### src/rtl/mem_stage_ctrl.sv
// mem_stage_ctrl: MEM-stage sequencer. It runs a req/ack handshake with a
// multi-cycle data memory and holds the whole pipeline frozen until the
// access completes. Misaligned or unanswered accesses produce a one-cycle
// error pulse instead of wedging the pipeline.
module mem_stage_ctrl #(
    parameter int TIMEOUT = 256   // max REQ cycles without ack, 1..65535
) (
    input  logic        clk_i,
    input  logic        rst_i,
    // memory control bits from EX/MEM
    input  logic        MemRead_i,
    input  logic        MemWrite_i,
    input  logic [31:0] addr_i,
    input  logic [31:0] wdata_i,
    // pipeline freeze
    output logic        stall_o,
    // data memory handshake
    output logic        mem_req_o,
    output logic        mem_we_o,
    output logic [31:0] mem_addr_o,
    output logic [31:0] mem_wdata_o,
    input  logic        mem_ack_i,
    input  logic [31:0] mem_rdata_i,
    // towards MEM/WB
    output logic [31:0] rdata_o,
    output logic        err_o
);

    typedef enum logic [1:0] {
        IDLE = 2'd0,
        REQ  = 2'd1,
        DONE = 2'd2
    } state_t;

    // 16 bits covers the largest legal TIMEOUT (counter tops out at TIMEOUT-1)
    localparam logic [15:0] TMO_LAST = 16'(TIMEOUT - 1);

    state_t      r_state;
    state_t      w_state_nxt;
    logic [15:0] r_cnt;
    logic        r_req;
    logic        r_we;
    logic [31:0] r_addr;
    logic [31:0] r_wdata;
    logic [31:0] r_rdata;
    logic        r_err;

    logic        w_acc;
    logic        w_aligned;
    logic        w_start;
    logic        w_misalign;
    logic        w_tmo;

    // Access decode: a read+write combination is issued as a write
    assign w_acc      = MemRead_i | MemWrite_i;
    assign w_aligned  = (addr_i[1:0] == 2'b00);
    assign w_start    = (r_state == IDLE) && w_acc && w_aligned;
    assign w_misalign = (r_state == IDLE) && w_acc && !w_aligned;
    // Ack has priority: timeout only fires on the last REQ cycle with no ack
    assign w_tmo      = (r_state == REQ) && !mem_ack_i && (r_cnt == TMO_LAST);

    // Pipeline freeze: from the first visible cycle of an access until DONE.
    // Held low during reset so the pipeline is released immediately.
    assign stall_o = !rst_i && (w_start || (r_state == REQ));

    // State register
    always_ff @(posedge clk_i or posedge rst_i) begin
        if (rst_i) begin
            r_state <= IDLE;
        end else begin
            r_state <= w_state_nxt;
        end
    end

    // Next-state logic; DONE lasts exactly one cycle so the pipeline can
    // advance past the finished instruction before the next one is sampled
    always_comb begin
        w_state_nxt = r_state;
        case (r_state)
            IDLE: begin
                if (w_start) begin
                    w_state_nxt = REQ;
                end
            end
            REQ: begin
                if (mem_ack_i || w_tmo) begin
                    w_state_nxt = DONE;
                end
            end
            DONE: begin
                w_state_nxt = IDLE;
            end
            default: begin
                w_state_nxt = IDLE;
            end
        endcase
    end

    // Request/result registers; err is a single-cycle pulse by construction
    always_ff @(posedge clk_i or posedge rst_i) begin
        if (rst_i) begin
            r_req   <= 1'b0;
            r_we    <= 1'b0;
            r_addr  <= 32'd0;
            r_wdata <= 32'd0;
            r_rdata <= 32'd0;
            r_err   <= 1'b0;
            r_cnt   <= 16'd0;
        end else begin
            r_err <= 1'b0;
            if (w_start) begin
                r_req   <= 1'b1;
                r_we    <= MemWrite_i;
                r_addr  <= addr_i;
                r_wdata <= wdata_i;
                r_cnt   <= 16'd0;
            end else if (w_misalign) begin
                r_err   <= 1'b1;
                r_rdata <= 32'd0;
            end else if (r_state == REQ) begin
                r_cnt <= r_cnt + 16'd1;
                if (mem_ack_i) begin
                    r_req <= 1'b0;
                    // stores leave the previous load result in place
                    if (!r_we) begin
                        r_rdata <= mem_rdata_i;
                    end
                end else if (w_tmo) begin
                    r_req   <= 1'b0;
                    r_err   <= 1'b1;
                    r_rdata <= 32'd0;
                end
            end
        end
    end

    assign mem_req_o   = r_req;
    assign mem_we_o    = r_we;
    assign mem_addr_o  = r_addr;
    assign mem_wdata_o = r_wdata;
    assign rdata_o     = r_rdata;
    assign err_o       = r_err;

endmodule
### config.mk
export PLATFORM = sky130hd
export DESIGN_NAME = mem_stage_ctrl
export DESIGN_NICKNAME = d
export VERILOG_FILES = /design/src/rtl/mem_stage_ctrl.sv
export SDC_FILE = /design/constraint.sdc
export NUM_CORES = 1
export LEC_CHECK = 0
export CAP_MARGIN = 30
export CORE_ASPECT_RATIO = 1.5
export CORE_UTILIZATION = 38
export CTS_CLUSTER_DIAMETER = 150
export DETAILED_ROUTE_END_ITERATION = 10
export GPL_TIMING_DRIVEN = 0
export PLACE_DENSITY = 0.76
export SLEW_MARGIN = 20
export SYNTH_ARGS = -nofsm -noshare
export SYNTH_HDL_FRONTEND = slang
export SYNTH_SLANG_ARGS = --single-unit
### constraint.sdc
create_clock -name clk_i -period 3.69 [get_ports clk_i]
set_input_delay 0.369 -clock clk_i [delete_from_list [all_inputs] [get_ports clk_i]]
set_output_delay 0.369 -clock clk_i [all_outputs]
set_load 0.03 [all_outputs]
# After elaboration in Yosys (flattened, before gate mapping)
# Cells that the tools add are included.
# totals
register_bits,117
input_bits,101
word_cells,59
# classes
add_sub_neg,1
n_eq_ne,6
n_mux,21
n_bitwise,2
reduce_logical,21
# op_table
op,count
two-way mux 32 bit,5
two-way mux 16 bit,3
"adder 16 x 1 -> 16 bit, second input constant",1
"== test 16 x 8 -> 1 bit, second input constant",1
two-way mux 1 bit,10
logical AND 1 bit,6
nonzero test 3 bit,2
zero test 2 bit,2
two-way mux 2 bit,2
"inequality test 2 bit, second input constant",2
case mux 2 bit (2 select lines),1
AND reduction 2 bit,2
AND reduction 4 bit,1
nonzero test 2 bit,2
zero test 1 bit,3
"inequality test 3 x 2 -> 1 bit, second input constant",1
AND reduction 3 bit,1
"== test 2 x 1 -> 1 bit, second input constant",1
logical OR 1 bit,2
"inequality test 2 x 1 -> 1 bit, second input constant",1
inverter 1 bit,1
OR 1 bit,1

# Depth between registers and ports, before layout
# logic_depth
word_depth,8
mapped_depth,7
mapped_depth_nobuf,6

# Worst setup path after synthesis
# No wires, ideal clock.
# synth_path
kind,register to register
start,reg r_cnt[0]
end,"reg r_rdata[0], in the netlist rdata_o[0]"
setup_ns,0.121
arrival_ns,1.591
required_ns,3.569
setup_slack_ns,1.978
path_stages_with_launch,8
period_less_slack_ns,1.712
cell_sequence,dfrtp_1 ha_1 and4_1 nand4_1 o31ai_4 o21ai_2 buf_6 a22o_1
# synth_between
elab_chain_cells,4
# synth_lines
item,line,source
start: declaration,40,logic [15:0] r_cnt;
start signal: assignment,121,r_cnt <= r_cnt + 16'd1;
== test 16 x 8 -> 1 bit,60,assign w_tmo = (r_state == REQ) && !mem_ack_i && (r_cnt == TMO_LAST);
logical AND 1 bit,60,
nonzero test 3 bit (no line),-,
AND reduction 4 bit (no line),-,
end signal: assignment,126,r_rdata <= mem_rdata_i;
end: declaration,45,logic [31:0] r_rdata;
# Every way passes these cells.
# A chain may end at the register's enable or synchronous reset.

# Worst setup path after layout
# layout_path
start,in MemWrite_i
end,out stall_o
# layout_between
elab_chain_cells,5
# layout_lines
item,line,source
start: declaration,12,"input logic MemWrite_i,"
OR 1 bit,55,assign w_acc = MemRead_i | MemWrite_i;
logical AND 1 bit (2 in a row),57,assign w_start = (r_state == IDLE) && w_acc && w_aligned;
logical OR 1 bit,64,assign stall_o = !rst_i && (w_start || (r_state == REQ));
logical AND 1 bit,64,
end: declaration,16,"output logic stall_o,"
# Every way passes these cells.

==> metrics.md <==
| Metric | Value |
|---|---|
| IO Count | `~200` |
| Vias in the first global route | `4283` |
| Vias per cell | `4.84` |
| Most frequent cells in the layout | `clkdlybuf4s50_1 (200), nand2_1 (197), dfrtp_1 (117), a22o_1 (31), clkbuf_16 (17)` |
| Hold Path Class | `reg2reg` |
| Main synth FF type | `dfrtp_1` |
| Layout cell share with drive strength beyond 1 | `between 6 and 7%` |
| GP Congestion | `0.838` |
| Die W | `91.8 um` |
| Core area | `11700 sq um` |
| Root Driver | `clkbuf_16` |
| Postcts setup bufs | `0` |
| Crit end category | `primary output` |
| Initial antenna violation count | `0` |
| LEAKAGE | `0.00347 uW` |
| Top post-synthesis cells by area | `dfrtp_1 (64%), nand2_1 (16%), a22o_1 (5.9%)` |
| Mean Syn Cell Area | `between 10 and 15 sq um` |
| GR Util All Layers | `a little over a fifth` |
| Max Freq | `between 300 and 400 MHz` |
| Cells after Synth | `~460` |
| Clock sink count | `117` |
| Worst Hold Path EP | `mem_addr_o[27]` |
| Count of final setup violators | `0` |
| Standard-cell row count | `48` |
| Via count | `4053` |
| Hpwl dp | `approximately 9.5 mm` |
| Worst-path clk slew | `0.05 ns` |
| Ant. Diodes | `0` |
| Min Tclk post-route | `2.55 ns` |
| Total grt overflow | `0` |
| Synth area leader | `dfrtp_1` |
| Worst min-delay path startpoint | `mem_addr_o[27]` |
| WHS Path Cells | `2` |
| Post-cts gate resize count | `0` |
| Peak supply drop | `approximately 400 uV` |
| Final hold vios | `0` |
| DR WL/cell | `roughly 15 um` |
| Setup TNS | `0 ns` |
| WP data arrival | `between 2 and 2.5 ns` |
| Number of input and output port buffers inserted | `200` |
| Area grow syn2layout | `61.4%` |
| CP Max Fanout | `8` |
| Syn Nets | `between 500 and 600` |
| Reg-to-Reg End | `rdata_o[19]` |
| Reg2reg path depth | `7` |
| Reg-to-Reg Start | `r_cnt[0]` |
| Number of antenna-violating nets in the routed design | `0` |
| Fin crit share | `between 60 and 70%` |
| Ys Warns | `0` |
| CTS buffer count | `17` |
| Hold_buf cts | `0` |
| Pins Over Slew Limit | `0` |
| Die ar. | `between 10000 and 15000 sq um` |
| Synth unique cells | `34` |
| Worst Tran Pin Value | `around 0.65 ns` |
| Outcome | `completed` |
| EDFF count, synth | `0` |
| CP Class | `in2out` |
| Starting Density | `39.5%` |
| Number of synthesized register bits | `between 100 and 150` |
| Global-route wire length before repair | `~21 mm` |
| RSZ-0062 raised after global routing | `no` |
| Max-cap violation count | `0` |
| H-tree levels | `4` |
| Clk_lat worst skew | `roughly 0.4 ns` |
| Final hold slack | `0.469 ns` |
| Power Dens Cells | `around 650 nW/um^2` |
| Synth Cell Area | `4600 sq um` |
| Post-route DRC violation count | `0` |
| Startpoint Class | `primary input` |
| Slew HR | `a little under three fifths` |
| Initial DRC count | `125` |
| Largest net degree at the start of global routing | `between 70 and 80` |
| Worst EP required | `approximately 3.3 ns` |
| Pwr Total | `about 4800 uW` |
| Top-area cell type share of the netlist area | `between 60% and 70%` |
| Most common cell after layout, fill and taps aside | `clkdlybuf4s50_1` |
| CTS tree | `built` |
| Nets@finish | `a little under 800` |
| R2r setup slk | `around 1.7 ns` |
| Post-synthesis sequential area ratio | `between 60% and 70%` |
| Layout Skew | `about 0.012 ns` |
| Routed WL | `around 13 mm` |
| TritonRoute pass-1 iters | `4` |
| Clk buf depth | `2` |
| Die Ht | `about 140 um` |
| Asr flop ratio synth | `100%` |
## per-layer routing
layer	wire (um)	up-vias	track usage (%)
met3	792	28	6.56
met2	6710	149	37.2
li1	-	1932	-
met4	368	0	9.46
met1	4940	1944	24.1
met5	0	-	0
## final cells by class
class | count | area [sq um]
fill | 974 | 4230
tap | 150 | 188
clock inverter | 13 | 158
inverter | 3 | 16.3
sequential | 117 | 2930
multi-input combinational | 312 | 1550
buffer | 23 | 113
timing repair buffer | 201 | 2030
clock buffer | 19 | 443
## Yosys cell counts (all sizes together), types with 3 or more instances
master / instances
buf: 9
xnor2: 4
nand3: 8
dfrtp: 117
clkbuf: 14
a22o: 31
nor3: 3
nand2: 197
xor2: 8
and3: 3
inv: 3
nor2: 17
nor4: 5
o21ai: 9
or3: 3
a21oi: 4
nand4: 6
## critical path: stages
cell,delay [ns]
clkdlybuf4s50_1,0.43
or2_2,0.36
a21oi_2,0.32
nor3_1,0.09
clkdlybuf4s50_1,0.61
## metrics by stage
step / area [sq um] / setup slack [ns] / std cells / util [%]
finish: 7420 / 1.14 / 838 / 63.7
global placement: 6790 / -1.44 / 805 / 58.2
detailed placement: 6820 / 1.16 / 806 / 58.5
CTS: 7420 / 1.15 / 838 / 63.7
global route: 7420 / 1.08 / 838 / 63.7
floorplan: 4600 / 0.220 / 455 / -
## where the power goes
part	switching, uW	total (uW)	internal [uW]
Clock	575	1650	1080
Combinational	848	1480	635
Sequential	149	1680	1530
Total	1570	4820	3240
## worst max path at each step
stage | cells after the start | endpoint | slack [ns] | from
floorplan | 1 | err_o | 0.22 | rst_i
finish | 5 | stall_o | 1.14 | MemWrite_i
global route | 5 | stall_o | 1.08 | MemWrite_i
CTS | 5 | stall_o | 1.15 | MemWrite_i
detailed placement | 5 | stall_o | 1.16 | MemWrite_i
global placement | 2 | mem_addr_o[10] | -1.44 | rst_i
## flip-flops by register name, indices dropped and copies added (netlist names)
register     flops
mem_wdata_o     32
mem_req_o        1
mem_addr_o      32
r_state          2
rdata_o         32
r_cnt           16
mem_we_o         1
err_o            1
## cell families (layout without fill, tap and decap cells)
kind of cell | Yosys count | after routing | share of synthesized area, %
compound gates | 48 | 48 | 8.47
simple gates | 251 | 251 | 22.6
xor+xnor | 12 | 12 | 2.29
buf+inv | 26 | 259 | 2.69
flops | 117 | 117 | 63.7
fa+ha+maj | 1 | 1 | 0.272
(Power assumes the default switching activity.)
